File: src/rtl/piso_shift_tx.sv
// piso_shift_tx: parallel-in serial-out transmitter, MSB first, valid/ready load, optional even parity (PISO_PARITY_EN).
// Ports: CLK clock; N_RESET async active-high reset; LOAD_DATA/LOAD_VALID/LOAD_READY word handshake;
// DATA_OUT serial bit; OUT_VALID frame-bit qualifier; DONE pulse on the final bit of each frame.
module piso_shift_tx #(
  parameter int WIDTH = 8
) (
  input  logic             CLK,
  input  logic             N_RESET,
  input  logic [WIDTH-1:0] LOAD_DATA,
  input  logic             LOAD_VALID,
  output logic             LOAD_READY,
  output logic             DATA_OUT,
  output logic             OUT_VALID,
  output logic             DONE
);
  localparam int CW = $clog2(WIDTH);
`ifdef PISO_PARITY_EN
  typedef enum logic [1:0] {IDLE, SHIFT, PARITY} state_t;
`else
  typedef enum logic [1:0] {IDLE, SHIFT} state_t;
`endif
  state_t state, state_n;
  logic [WIDTH-1:0] sreg, sreg_n;
  logic [CW-1:0] cnt, cnt_n;
  logic accept, last;
`ifdef PISO_PARITY_EN
  logic par, par_n;
  assign last = state == PARITY;
  assign DATA_OUT = state == SHIFT ? sreg[WIDTH-1] : (state == PARITY && par);
`else
  assign last = state == SHIFT && cnt == '0;
  assign DATA_OUT = state == SHIFT && sreg[WIDTH-1];
`endif
  assign OUT_VALID = state != IDLE;
  assign DONE = last;
  // the final-bit cycle also accepts so frames can run back to back
  assign LOAD_READY = state == IDLE || last;
  assign accept = LOAD_VALID && LOAD_READY;
  always_comb begin
    state_n = state;
    sreg_n = sreg;
    cnt_n = cnt;
`ifdef PISO_PARITY_EN
    par_n = par;
`endif
    if (accept) begin
      state_n = SHIFT;
      sreg_n = LOAD_DATA;
      cnt_n = CW'(WIDTH - 1);
`ifdef PISO_PARITY_EN
      par_n = ^LOAD_DATA;
`endif
    end else if (state == SHIFT) begin
      sreg_n = sreg << 1;
      cnt_n = cnt == '0 ? '0 : cnt - 1'b1;
`ifdef PISO_PARITY_EN
      state_n = cnt == '0 ? PARITY : SHIFT;
`else
      state_n = cnt == '0 ? IDLE : SHIFT;
`endif
    end
`ifdef PISO_PARITY_EN
    else if (state == PARITY) state_n = IDLE;
`endif
  end
  always_ff @(posedge CLK or posedge N_RESET) begin
    if (N_RESET) begin
      state <= IDLE;
      sreg <= '0;
      cnt <= '0;
    end else begin
      state <= state_n;
      sreg <= sreg_n;
      cnt <= cnt_n;
    end
  end
`ifdef PISO_PARITY_EN
  always_ff @(posedge CLK or posedge N_RESET) begin
    if (N_RESET) par <= 1'b0;
    else par <= par_n;
  end
`endif
endmodule

File: config.mk
export PLATFORM = sky130hd
export DESIGN_NAME = piso_shift_tx
export DESIGN_NICKNAME = d
export VERILOG_FILES = /design/src/rtl/piso_shift_tx.sv
export SDC_FILE = /design/constraint.sdc
export NUM_CORES = 1
export LEC_CHECK = 0
export ABC_AREA = 1
export CORE_MARGIN = 8
export CORE_UTILIZATION = 48
export CTS_CLUSTER_SIZE = 12
export DETAILED_ROUTE_END_ITERATION = 12
export GPL_TIMING_DRIVEN = 0
export PLACE_DENSITY = 0.76
export SETUP_SLACK_MARGIN = 0.2
export SYNTH_ARGS = -nofsm -noshare
export SYNTH_HDL_FRONTEND = slang
export SYNTH_SLANG_ARGS = --single-unit
File: constraint.sdc
create_clock -name CLK -period 1.45 [get_ports CLK]
set_input_delay 0.29 -clock CLK [delete_from_list [all_inputs] [get_ports CLK]]
set_output_delay 0.29 -clock CLK [all_outputs]
set_load 0.05 [all_outputs]
**Yosys cells after proc, flatten, opt, wreduce, memory -nomap -nowiden**

Cells that the tools add are included.

- Register bits: 13
- Bits of input ports: 11
- Output and inout port bits: 4

- $add $sub $neg: 1
- Equal/unequal tests: 1
- Multiplexer cells: 8
- Reductions and logical operators: 8

Operators with widths:

| cell | number |
|---|---|
| $mux 8 | 2 |
| $mux 3 | 3 |
| $mux 2 | 2 |
| $reduce_bool 2->1 | 2 |
| $logic_and 1x1->1 | 3 |
| $logic_not 3->1 | 1 |
| $sub 3x1->3 const B | 1 |
| $eq 2x1->1 const B | 1 |
| $logic_not 2->1 | 1 |
| $logic_or 1x1->1 | 1 |
| $mux 1 | 1 |

**Longest topological paths before layout**

Gate-level depths: netlist of run 1.

- Depth in word-level cells: 5
- Mapped depth: 8
- Gate-level depth less buffers: 8

**Worst setup path before layout of run 1**

Ideal clock, no wire load.

- Path kind: register to output
- Start: reg state[0]
- End: out DATA_OUT
- Arrival: 1.217 ns
- Setup slack: -0.057 ns
- Stages on the path, launching flop included: 4
- Path buffers: 1
- Path through: dfrtp_1 buf_6 nand2_1 inv_1

- Word-level cells in the longest chain between the ends: 2

RTL lines:

| element | line | RTL |
|---|---|---|
| start: declaration | 22 | `state_t state, state_n;` |
| start signal: assignment | 72 | `state <= state_n;` |
| $eq 2x1->1 | 32 | `assign DATA_OUT = state == SHIFT && sreg[WIDTH-1];` |
| $logic_and 1x1->1 | 32 |  |
| end: declaration | 12 | `output logic DATA_OUT,` |

No other way between the ends.

**Final worst setup path of run 1**

- Start: reg cnt[1]
- End: out LOAD_READY

- Word-level cells in the longest chain between the ends: 3

RTL lines:

| element | line | RTL |
|---|---|---|
| start: declaration | 24 | `logic [CW-1:0] cnt, cnt_n;` |
| start signal: assignment | 74 | `cnt <= cnt_n;` |
| $logic_not 3->1 | 31 | `assign last = state == SHIFT && cnt == '0;` |
| $logic_and 1x1->1 | 31 |  |
| $logic_or 1x1->1 | 37 | `assign LOAD_READY = state == IDLE \|\| last;` |
| end: declaration | 11 | `output logic LOAD_READY,` |

No other way between the ends.

==> impl_metrics.yaml, run 1 <==
run_status:
  status: "finished, violations left"
  violations: "negative setup slack"
drt:
  via_per_inst: 5.23
  via_count: 695
  wl_microns: 2070
  ant_nets: 0
  route.detailed.drc: 0
  first_iter_violations: 27
  drt-pass1-iter-count: 4
  wl_per_cell_microns: 15.6
worst_setup_path:
  criticalPathCategory: "flop to primary output"
  critPathBufInv: 2
  startpoint_type: "flop"
  required_ns: 1.16
  timing.rr.start: "cnt[1]"
  path_cells: "nor2_4 > ha_4 > inv_4 > nand2_8 > buf_8"
  r2r_end: "sreg[4]"
  crit_family: "flip-flops"
  cp-end-kind: "primary output"
  slowest_delay_ns: 0.41
  reg2reg_depth: 9
  r2r_slack_ns: -0.01
  critPathSlowestCell: "dfrtp_1"
  cp_max_fo: 3
  cp.arrival_ns: 1.29
timing:
  hold_viol_final: 0
  holdWs_ns: 0.288
  fmax_mhz: 634
  rsz0062_at_grt: "true"
  finalSetupViolCount: 3
  min_period_ns: 1.58
  worstMarginPinSlew_ns: 0.490
  timing.final.ws_setup_ns: -0.126
  fin_skew_ns: 0.000843
  final_max_slew_viol_count: 0
  slew_headroom_pct: 67.3
  period_share_pct: 109
floorplanning:
  chipHeight_microns: 54.3
  row_count: 14
  ios: 15
  die_x_microns: 54.3
  core_sq_mm: 0.00144
  dieArea_sq_mm: 0.00295
  start_util_pct: 49.0
pwr:
  power_density_mw_per_mm2: 2250
  peakVddDrop_uv: 1290
  total_power_uw: 2630
  p_leak_uw: 0.000603
synth:
  async_reset_ff_share_pct: 100
  synth-seq-area-share_pct: 42.6
  netlist_area_sq_um: 704
  synth.distinct_cells: 13
  synthesis.instances: 89
  syn_area_per_cell_sq_um: 7.91
  synth-edff-count: 0
  ys.flop_type: "dfrtp_1"
  synth_seq_cells: 12
  synth_top_area_cell: "dfrtp_1"
  ys_warn_count: 0
  synthTopCellsByArea: "dfrtp_1 (43%), nand2_1 (14%), nand3_1 (12%)"
  syn_nets: 102
  synth_common_cells: "nand2_1 (26), nand3_1 (17), inv_1 (15), dfrtp_1 (12), nor2_1 (7)"
  netlist.area_leader.share_pct: 42.6
  synth.most_common_cell: "nand2_1"
clocking:
  holdBufCountCts: 0
  clockBufferDepth: 2
  cts_buffers: 3
  cts_root_buffer: "clkbuf_4"
  clock_sinks: 12
  insertion_delay_ns: 0.29
  cts_tree: "built"
  path_clk_slew_ns: 0.08
  h-tree-depth: 1
global_routing:
  grt_max_degree: 13
  antenna_found_initial: 0
  grt_pass1_wl_microns: 2730
  grt_pass1_vias: 656
  gr-total-overflow: 0
  grtUsageTotal_pct: 12.5
placed_design:
  place_ws_ns: -0.592
  io_buffers: 13
  dp_hpwl_microns: 1040
  finalWeightedCongestion: 0.727
  place_area_sq_um: 875
worst_hold_path:
  worstHoldPathCells: 3
  holdCritPathClass: "primary input to flop"
  worstHoldStart: "LOAD_VALID"
  hold_end: "sreg[0]"
flow_run:
  drv_cap: 0
cells_and_area:
  drive_gt1_share_pct: 43.6
  fillerInstances: 81
  final_cell_area_sq_mm: 0.00117
  areaGrowthSynthToFinish_pct: 65.7
  final_nets: 131
  antenna_cells: 0
-- per-layer routing --
metal,track usage (%),share of wire (%),vias to the layer above
li1,-,-,330
met4,6.15,1.9,0
met3,3.26,4.7,5
met1,13.8,39,328
met2,21.8,54,32
met5,0,0,-
-- report_power, final --
group	leakage (uW)	switching, uW	internal [uW]
Combinational	0.000433	960	799
Sequential	0.000148	103	485
Clock	0.0000210	132	153
Total	0.000603	1190	1440
-- state kept, by name (all words and copies together), names as in the netlist --
| name | flops |
|---|---|
| state | 1 |
| sreg | 8 |
| cnt | 3 |
-- kinds of logic after synthesis --
group / after synthesis / synth area share (%)
flip-flops: 12 / 42.6
AO/OA/AOI/OAI: 2 / 1.42
buffers and inverters: 19 / 14.4
AND/OR/NAND/NOR: 54 / 38.0
adder cells (fa/ha/maj): 2 / 3.55
-- through the flow --
| step | utilization (%) | TNS [ns] | cells |
|---|---|---|---|
| 6_report | 81.3 | -0.251 | 133 |
| 5_1_grt | 81.3 | -0.437 | 133 |
| 3_5_place_dp | 60.9 | -1.43 | 118 |
| 3_3_place_gp | 60.9 | -1.36 | 118 |
| 2_1_floorplan | - | 0 | 89 |
| 4_1_cts | 67.2 | -0.715 | 127 |
-- layout make-up --
class,instances,area [sq um],area share [%]
buffer,4,52.6,4.50
multi-input combinational,58,439,37.6
inverter,15,66.3,5.68
sequential,12,302,25.8
clock buffer,4,36.3,3.11
tap,16,20.0,1.71
timing repair buffer,24,251,21.5
-- tightest hold or removal path: stages --
cell	delay, ns
buf_6	0.14
nand3_2	0.07
nand2_1	0.04
-- cells in the final DEF (no fill, tap or decap), types with 2 or more instances in the layout --
cell and n:
nand2_1 17, inv_1 12, dfrtp_1 11, nand3_2 10, clkdlybuf4s50_1 9, buf_4 8, nand2_4 7, nand3_1 7
buf_8 6, nor2_1 6, buf_6 3, clkbuf_4 3, nand2_8 2, nand2_2 2, clkinvlp_4 2
-- what timing repair did --
item / 4_1_cts / 5_1_grt
buffers inserted: 5 / 5
gates cloned: 0 / 1
pin swaps: 5 / 4
hold endpoints to repair: 0 / 0
resized for setup: 31 / 31
endpoints found under the setup margin: 14 / 15
-- how the worst max path moves through the flow --
stage	depth (start not counted)	slack (ns)	to	from
6_report	5	-0.13	LOAD_READY	cnt[1]
5_1_grt	5	-0.15	LOAD_READY	cnt[1]
4_1_cts	5	-0.18	DONE	cnt[0]
3_5_place_dp	5	-0.59	LOAD_READY	cnt[0]
3_3_place_gp	5	-0.57	LOAD_READY	cnt[0]
2_1_floorplan	3	0.13	DONE	state[0]
Note: power is estimated with default switching activity, not from simulation.
==> run 2: changes to the inputs <==
--- a/config.mk
+++ b/config.mk
@@ -11,7 +11,7 @@
 export CTS_CLUSTER_SIZE = 12
 export DETAILED_ROUTE_END_ITERATION = 12
 export GPL_TIMING_DRIVEN = 0
-export PLACE_DENSITY = 0.76
+export PLACE_DENSITY_LB_ADDON = 0.1
 export SETUP_SLACK_MARGIN = 0.2
 export SYNTH_ARGS = -nofsm -noshare
 export SYNTH_HDL_FRONTEND = slang
==> run 2 against run 1 <==
The flow still finishes with violations (negative setup slack). Die area stayed put. Cell count is 5.3% higher. Sequential power is 2% higher. Via count is 2.7% higher. Combinational power is 10% higher. Design area is 7.0% higher. Sequential share of layout area is 1.7 points lower. First-iteration DRC count is 41% lower. Register-to-register slack hardly changed. Count of clock-buffer cells in the layout stayed put. Global-route usage is 0.14 points lower. Sequential cell count stayed put. Critical path type unchanged. Critical endpoint is now DONE. Highest routed layer unchanged.
==> impl_metrics.yaml, run 2 (synthesis gave the netlist of run 1 again) <==
run_status:
  status: "finished, violations left"
  violations: "negative setup slack"
placed_design:
  dp_hpwl_microns: 965
  finalWeightedCongestion: 0.741
  dp.cells: 118
  io_buffers: 13
  place_area_sq_um: 875
drt:
  wl_per_cell_microns: 15.2
  route.detailed.drc: 0
  ant_nets: 0
  drt-pass1-iter-count: 4
  via_count: 714
  wl_microns: 2130
  first_iter_violations: 16
  via_per_inst: 5.10
floorplanning:
  core_sq_mm: 0.00144
  row_count: 14
  dieArea_sq_mm: 0.00295
  chipHeight_microns: 54.3
  start_util_pct: 49.0
  die_x_microns: 54.3
  ios: 15
worst_setup_path:
  cp_max_fo: 3
  path_cells: "nor2_4 > ha_4 > nand2_2 > clkinvlp_4 > buf_8"
  crit_family: "flip-flops"
  critPathSlowestCell: "dfrtp_1"
  cp.arrival_ns: 1.30
  startpoint_type: "flop"
  startpoint: "cnt[1]"
  cp_num_cells: 5
  cp-endpoint: "DONE"
  r2r_end: "sreg[1]"
  timing.rr.start: "cnt[1]"
  reg2reg_depth: 9
  critPathBufInv: 2
  criticalPathCategory: "flop to primary output"
  cp-end-kind: "primary output"
  r2r_slack_ns: 0
  required_ns: 1.16
  slowest_delay_ns: 0.41
cells_and_area:
  final_cell_mix: "nand2_1 (15), inv_1 (12), dfrtp_1 (11), buf_4 (10)"
  areaGrowthSynthToFinish_pct: 77.3
  drive_gt1_share_pct: 48.4
  finalCoreUtilization_pct: 86.9
  antenna_cells: 0
  reg_top3: "sreg: 8 flops, cnt: 3 flops, state: 1 flops"
  final_cell_area_sq_mm: 0.00125
  largest_reg_flops: 8
  regMostFlops: "sreg"
  layout_commonest_cell: "nand2_1"
  final_cells: 140
  final_nets: 138
pwr:
  peakVddDrop_uv: 1350
  p_leak_uw: 0.000635
  power_density_mw_per_mm2: 2210
timing:
  timing.final.ws_setup_ns: -0.137
  final_max_slew_viol_count: 0
  rsz0062_at_grt: "true"
  period_share_pct: 109
  fin_skew_ns: 0.00879
  holdWs_ns: 0.328
  worstMarginPinSlew_ns: 0.486
  fmax_mhz: 630
  slew_headroom_pct: 67.6
  min_period_ns: 1.59
  finalSetupViolCount: 4
  hold_viol_final: 0
clocking:
  clock_sinks: 12
  cts_buffers: 3
  h-tree-depth: 1
  insertion_delay_ns: 0.27
  cts_root_buffer: "clkbuf_4"
  clockBufferDepth: 2
  cts_tree: "built"
  path_clk_slew_ns: 0.08
flow_run:
  drv_cap: 0
global_routing:
  grt_max_degree: 13
  antenna_found_initial: 0
  grtUsageTotal_pct: 12.4
  gr-total-overflow: 0
  grt_pass1_wl_microns: 2730
  grt_pass1_vias: 608
worst_hold_path:
  holdCritPathClass: "primary input to flop"
==> run 2: cell count changes in the layout (fill, tap and decap cells not counted), moves of 2 or more <==
| cell | delta |
|---|---|
| nand2_2 | +3 |
| buf_4 | +2 |
| nand2_1 | -2 |
| buf_6 | +2 |
==> run 2: timing repair <==
| action | in CTS | in global routing |
|---|---|---|
| setup endpoints to repair | 14 | 15 |
| gates resized for setup | 31 | 38 |
| gates cloned | 0 | 3 |
| hold buffers | 0 | 0 |
| pin swaps | 4 | 12 |
| buffers inserted | 6 | 9 |
==> run 2: report_power, final <==
part / internal [uW] / total (uW) / leakage, uW / switching, uW
clock: 106 / 221 / 0.0000150 / 115
sequential: 485 / 601 / 0.000148 / 116
combinational: 941 / 1940 / 0.000472 / 998
==> run 2: how the worst min path moves through the flow <==
stage / from / end / slack, ns / depth (start not counted)
2_1_floorplan: N_RESET / cnt[0] / 0.15 / 1
3_3_place_gp: sreg[0] / sreg[0] / 0.46 / 2
3_5_place_dp: sreg[0] / sreg[0] / 0.46 / 2
4_1_cts: LOAD_VALID / sreg[0] / 0.31 / 3
5_1_grt: LOAD_VALID / sreg[0] / 0.35 / 3
6_report: LOAD_VALID / sreg[0] / 0.33 / 3
==> run 2: layer usage <==
layer | vias up | GRT usage (%) | share of wire (%)
met1 | 352 | 15.9 | 47
met3 | 2 | 3.53 | 5.1
met2 | 17 | 18.9 | 48
li1 | 343 | - | -
met4 | 0 | 5.33 | 0.42
met5 | - | 0 | 0
==> run 2: final cells by class <==
cell class                 count  area [sq um]
tap                           16          20.0
multi-input combinational     59           453
timing repair buffer          30           325
sequential                    12           302
buffer                         4          56.3
inverter                      15          66.3
fill                          66           188
clock buffer                   4          26.3
==> run 2: metrics by stage <==
stage / total power, uW / setup slack (ns) / setup TNS [ns]
finish: 2760 / -0.137 / -0.254
global route: 2930 / -0.197 / -0.830
CTS: 2060 / -0.182 / -1.01
detailed placement: 1640 / -0.586 / -1.40
global placement: 1620 / -0.580 / -1.38
floorplan: 1390 / 0.126 / 0
==> run 2: worst reg2reg max path: stages (launching register included) <==
cell and delay (ns):
dfrtp_1 0.41, nor2_4 0.15, ha_4 0.18, inv_4 0.05, nand2_8 0.06, buf_8 0.14
nand2_8 0.07, clkbuf_16 0.17, nand2_4 0.05, nand3_2 0.05
==> RTL edit 1: new RTL, config.mk and constraints of run 1 <==
The parameter `WIDTH` goes from 8 to 32.
--- a/src/rtl/piso_shift_tx.sv
+++ b/src/rtl/piso_shift_tx.sv
@@ -4,3 +4,3 @@
 module piso_shift_tx #(
-  parameter int WIDTH = 8
+  parameter int WIDTH = 32
 ) (
Ports: changed (resized LOAD_DATA); port bits go from 15 to 39. No check against the original RTL was run, so the function may have changed too.
==> RTL edit 1 against run 1 <==
- the flow still finishes with violations (negative setup slack)
- die area is 120% higher
- setup slack worse by 0.072 ns
- combinational power is 25% higher
- sequential cell count is 26 higher
- sequential share of layout area is 5.5 points higher
- synthesized area grew to 2.9 times the old value
- worst hold slack better by 0.16 ns
- via count grew to 2.9 times the old value
- clock power is 140% higher
- power is 74% higher
- design area grew to 2.6 times the old value
- clock skew is 0.0039 ns higher
- non-clock buffer count is 46 higher
- wire length grew to 2.6 times the old value
- critical path type unchanged
==> RTL edit 1: results (changes against run 1) <==
| Metric | Value |
|---|---|
| Nets@finish | 385 (+190%) |
| # port buffers | 37 (+24) |
| Filler cell count | 279 (+240%) |
| Post-Syn Nets | 319 (+210%) |
| Max_slew headroom | 0.468 (-0.204) |
| Critical Path AT | 1.36 ns (+0.07 ns) |
| Violated checks | negative setup slack |
| CTS buffer count | 5 (+2) |
| Largest net degree at the start of global routing | 39 (+26) |
| Leakage | 0.00147 µW (+140%) |
| Vias in the first global route | 1880 (+190%) |
| Pre-antenna DRT Iters | 4 (unchanged) |
| NetSw | 1710 µW (+43%) |
| DR iter-0 viols | 114 (+320%) |
| Most frequent cells after synthesis | nand2_1, nand3_1, inv_1, dfrtp_1, nor2_1 |
| Clock skew | 0.00471 ns (+0.00387 ns) |
| Top flop regs | sreg: 32 flops, cnt: 5 flops, state: 1 flops |
| Synth area leaders | dfrtp_1, nand3_1, nand2_1 |
| Async SR Flop Fraction | 1.00 (unchanged) |
| Peak supply drop | 1.11 mV (-14%) |
| Overall global routing resource usage | 0.164 (+0.0389) |
| Worst skew pair latency | around 0.28 ns |
| Status | finished, violations left |
| H-tree depth | 2 (+1) |
| Layout cell share with drive strength beyond 1 | 0.229 (-0.207) |
| First-pass GRT wire length | 8520 µm (+210%) |
| WL/cell | 13.5 µm (-14%) |
| PnR worst setup slack | -0.199 ns (-0.0725 ns) |
| Global placer's final weighted congestion | 0.820 (+13%) |
| Post-DP HPWL | 3190 µm (+210%) |
| Clock root cell | clkbuf_8 |
| Setup violations, final | 40 (+37) |
| DR vias | 1982 (+190%) |
| Synth unique cells | 20 (+7) |
| Ys flop type | dfrtp_1 |
| Register area share after synthesis | 0.463 (+0.0371) |
-- RTL edit 1: cell count changes after synthesis, moves of 3 or more --
| cell | change |
|---|---|
| nand2_1 | +50 |
| dfrtp_1 | +26 |
| clkbuf_1 | +3 |
| inv_1 | +26 |
| buf_4 | +3 |
| buf_2 | +7 |
| nand3_1 | +51 |
| nor2_1 | +25 |
-- RTL edit 1: final cells by class --
class	count	area, µm²	area share
multi-input combinational	189	1000	0.329
sequential	38	952	0.314
timing repair buffer	57	598	0.197
buffer	17	183	0.0602
inverter	41	165	0.0544
clock buffer	7	76.3	0.0251
tap	50	62.6	0.0206
-- RTL edit 1: cells by family after synthesis --
group | Yosys count | synth area share
DFF | 38 | 0.463
buffers and inverters | 58 | 0.127
AOI/OAI and AO/OA | 2 | 0.00487
and+or+nand+nor | 183 | 0.394
xor gates and xnor gates | 1 | 0.00427
adders and majority gates | 1 | 0.00610
-- RTL edit 1: through the flow --
| step | setup TNS, ns | instances | cell area, µm² | total power, µW | setup slack, ns |
|---|---|---|---|---|---|
| after global placement | -23.70 | 370 | 2560 | 3260 | -0.704 |
| after floorplan | 0 | 283 | 2130 | 2910 | 0.127 |
| after CTS | -2.14 | 386 | 2760 | 4180 | -0.193 |
| after detailed placement | -1.44 | 370 | 2560 | 3310 | -0.681 |
| final | -4.49 | 399 | 3040 | 4580 | -0.199 |
| after global routing | -6.64 | 399 | 3040 | 4940 | -0.242 |
-- RTL edit 1: timing repair --
item / 4_1_cts / 5_1_grt
endpoints found under the hold margin: 0 / 0
setup buffers: 6 / 10
setup endpoints to repair: 42 / 41
gates cloned: 3 / 3
pin swaps: 3 / 6
resized for setup: 39 / 36
-- RTL edit 1: critical path, stage by stage, from the launching register on --
cell	delay (ns)
dfrtp_1	0.42
nor2_2	0.19
nand3_4	0.13
nand2_8	0.11
buf_12	0.10
buf_12	0.12
-- RTL edit 1: layer usage --
metal | GRT usage | part of all wire
met1 | 0.213 | 0.47
met2 | 0.255 | 0.47
met3 | 0.0408 | 0.035
met4 | 0.0679 | 0.021
met5 | 0 | 0
-- RTL edit 1: worst paths after layout --
path	start	to	slack, ns	cells past startpoint
hold reg to reg	sreg[2]	sreg[2]	0.50	2
hold / removal	LOAD_VALID	sreg[24]	0.45	3
min in group asynchronous	N_RESET	sreg[4]	0.48	2
setup reg to reg	cnt[3]	sreg[11]	-0.16	9
setup / recovery	cnt[3]	LOAD_READY	-0.20	5
max in group asynchronous	N_RESET	state[0]	0.43	2
-- RTL edit 1: power groups by stage --
stage / Combinational [µW] / Clock, µW / Sequential [µW]
floorplan: 1250 / 0 / 1660
global placement: 1570 / 0 / 1680
detailed placement: 1620 / 0 / 1690
CTS: 1800 / 689 / 1690
global route: 2450 / 743 / 1750
finish: 2200 / 675 / 1700
==> RTL edit 2: new RTL, flow settings as in run 1 <==
Without the edit above. Build with the macro `PISO_PARITY_EN` defined.
--- a/src/rtl/piso_shift_tx.sv
+++ b/src/rtl/piso_shift_tx.sv
@@ -3,2 +3,4 @@
 // DATA_OUT serial bit; OUT_VALID frame-bit qualifier; DONE pulse on the final bit of each frame.
+`define PISO_PARITY_EN
+
 module piso_shift_tx #(
Function: changed (a bounded check fails within 10 cycles, from zero or initial values and one cycle with N_RESET high).
==> RTL edit 2 against run 1 <==
- the flow still finishes with violations (negative setup slack)
- cell count increased by 28%
- power decreased by 13%
- worst hold slack improved by 0.045 ns
- design area increased by 1.7%
- synthesized cell count increased by 36%
- sequential share of layout area increased by 3.8 points
- synthesized area increased by 23%
- first-iteration DRC count decreased by 56%
- sequential cell count increased by 2
- clock power decreased by 20%
- wire length decreased by 4.6%
- setup slack improved by 0.045 ns
- critical path type unchanged
- critical endpoint is now DATA_OUT
==> RTL edit 2: results (changes against run 1) <==
| Metric | Value |
|---|---|
| End point of the critical path | DATA_OUT |
| Clock skew | 0.00606 ns (+0.00521 ns) |
| Largest net degree at the start of global routing | 15 (+2) |
| PnR worst setup slack | -0.0813 ns (+0.0450 ns) |
| Multi-input combinational area share | 0.359 (-0.0169) |
| Non-clk buf share | 0.211 (-0.0497) |
| DR vias/cell | 4.76 (-8.9%) |
| Worst setup path start | state[1] |
| Buffers, non-clock | 24 (-14%) |
| FFs & Latches | 14 (+2) |
| Most frequent cells after synthesis | nand2_1, inv_1, o21ai_1, dfrtp_1, o21ai_0 |
| Post-Syn Instances | 121 (+36%) |
| Global placer's final weighted congestion | 0.757 (+4.1%) |
| Tap cells | 25 (+9) |
| Cells on worst reg2reg path | 8 (-1) |
| First-pass GRT wire length | 3520 µm (+29%) |
| Post-DP HPWL | 1380 µm (+32%) |
| Setup violations, final | 2 (-1) |
| Post-cts gate resize count | 35 (+13%) |
| Worst hold path type | in2async |
| Highest metal used | met4 |
| Clock network area share | 0.0190 (-0.0121) |
| Status | finished, violations left |
| Final Routed Wirelength | 1970 µm (-4.6%) |
| Register area share after synthesis | 0.406 (-0.0205) |
| Nonclk inv count | 26 (+11) |
| Overall global routing resource usage | 0.133 (+0.00761) |
| Internal reg-to-reg setup slack | 0.21 ns (+0.22 ns) |
| Fin Hold WS | 0.333 ns (+0.0448 ns) |
| Synth Area in XOR/XNOR | 0.0101 (+0.0101) |
| Synth Area in Compound Gates | 0.196 (+0.181) |
| Internal power | 1280 µW (-11%) |
| Violated checks | negative setup slack |
| Met3 GRT Util | 0.0457 (+0.0130) |
| # Post-CTS Setup Buffers | 4 (-1) |
| Clock buffer count | 3 (-1) |
| Post-placement worst setup slack | -0.477 ns (+0.115 ns) |
| Peak supply drop | 0.884 mV (-31%) |
| M2 GR Usage | 0.214 (-0.00338) |
| Vias in the first global route | 841 (+28%) |
| Tightest Pin Transition | 0.551 ns (+0.0610 ns) |
| Met1 Wirelength | 862 µm (+6.4%) |
| Met1 track demand over resource | 0.153 (+0.0154) |
| Met3 WL | 65 µm (-34%) |
| Filler cell count | 128 (+58%) |
| WL/cell | 11.6 µm (-25%) |
| Placed Area | 0.00106 mm² (+21%) |
| Synth unique cells | 18 (+5) |
| Area of the multi-input gates | 427 µm² (-2.8%) |
| WL met2 | 1020 µm (-8.7%) |
| Critical Path AT | 1.24 ns (-0.05 ns) |
| Top flop regs | sreg: 8 flops, cnt: 3 flops, state: 2 flops |
| Post-route setup TNS | -0.120 ns (+0.131 ns) |
[RTL edit 2: cell count changes after synthesis, sizes merged]
cell,run 1,this run
o21ai,1,26
nand3,17,1
inv,15,26
nand2,28,39
nor2,8,4
dfrtp,12,14
o22ai,0,2
buf,4,3
nand3b,1,0
o311ai,0,1
o41ai,0,1
xnor2,0,1
[RTL edit 2: power by group through the flow]
stage               logic, µW  registers, µW  clock network [µW]
floorplan                 837            648                   0
global placement         1070            660                   0
detailed placement       1090            669                   0
CTS                      1240            659                 237
global route             1530            677                 252
finish                   1390            659                 230
[RTL edit 2: how the worst min path moves through the flow]
stage / startpoint / to / cells after the start
finish: N_RESET / sreg[6] / 2
global route: N_RESET / sreg[6] / 2
CTS: N_RESET / state[1] / 2
detailed placement: par / par / 2
global placement: state[1] / cnt[0] / 1
floorplan: N_RESET / cnt[0] / 1
[RTL edit 2: worst max-delay path: stages (launching register included)]
cell	delay (ns)
dfrtp_1	0.39
inv_2	0.09
nand2_2	0.07
buf_6	0.12
o21ai_4	0.11
buf_6	0.17
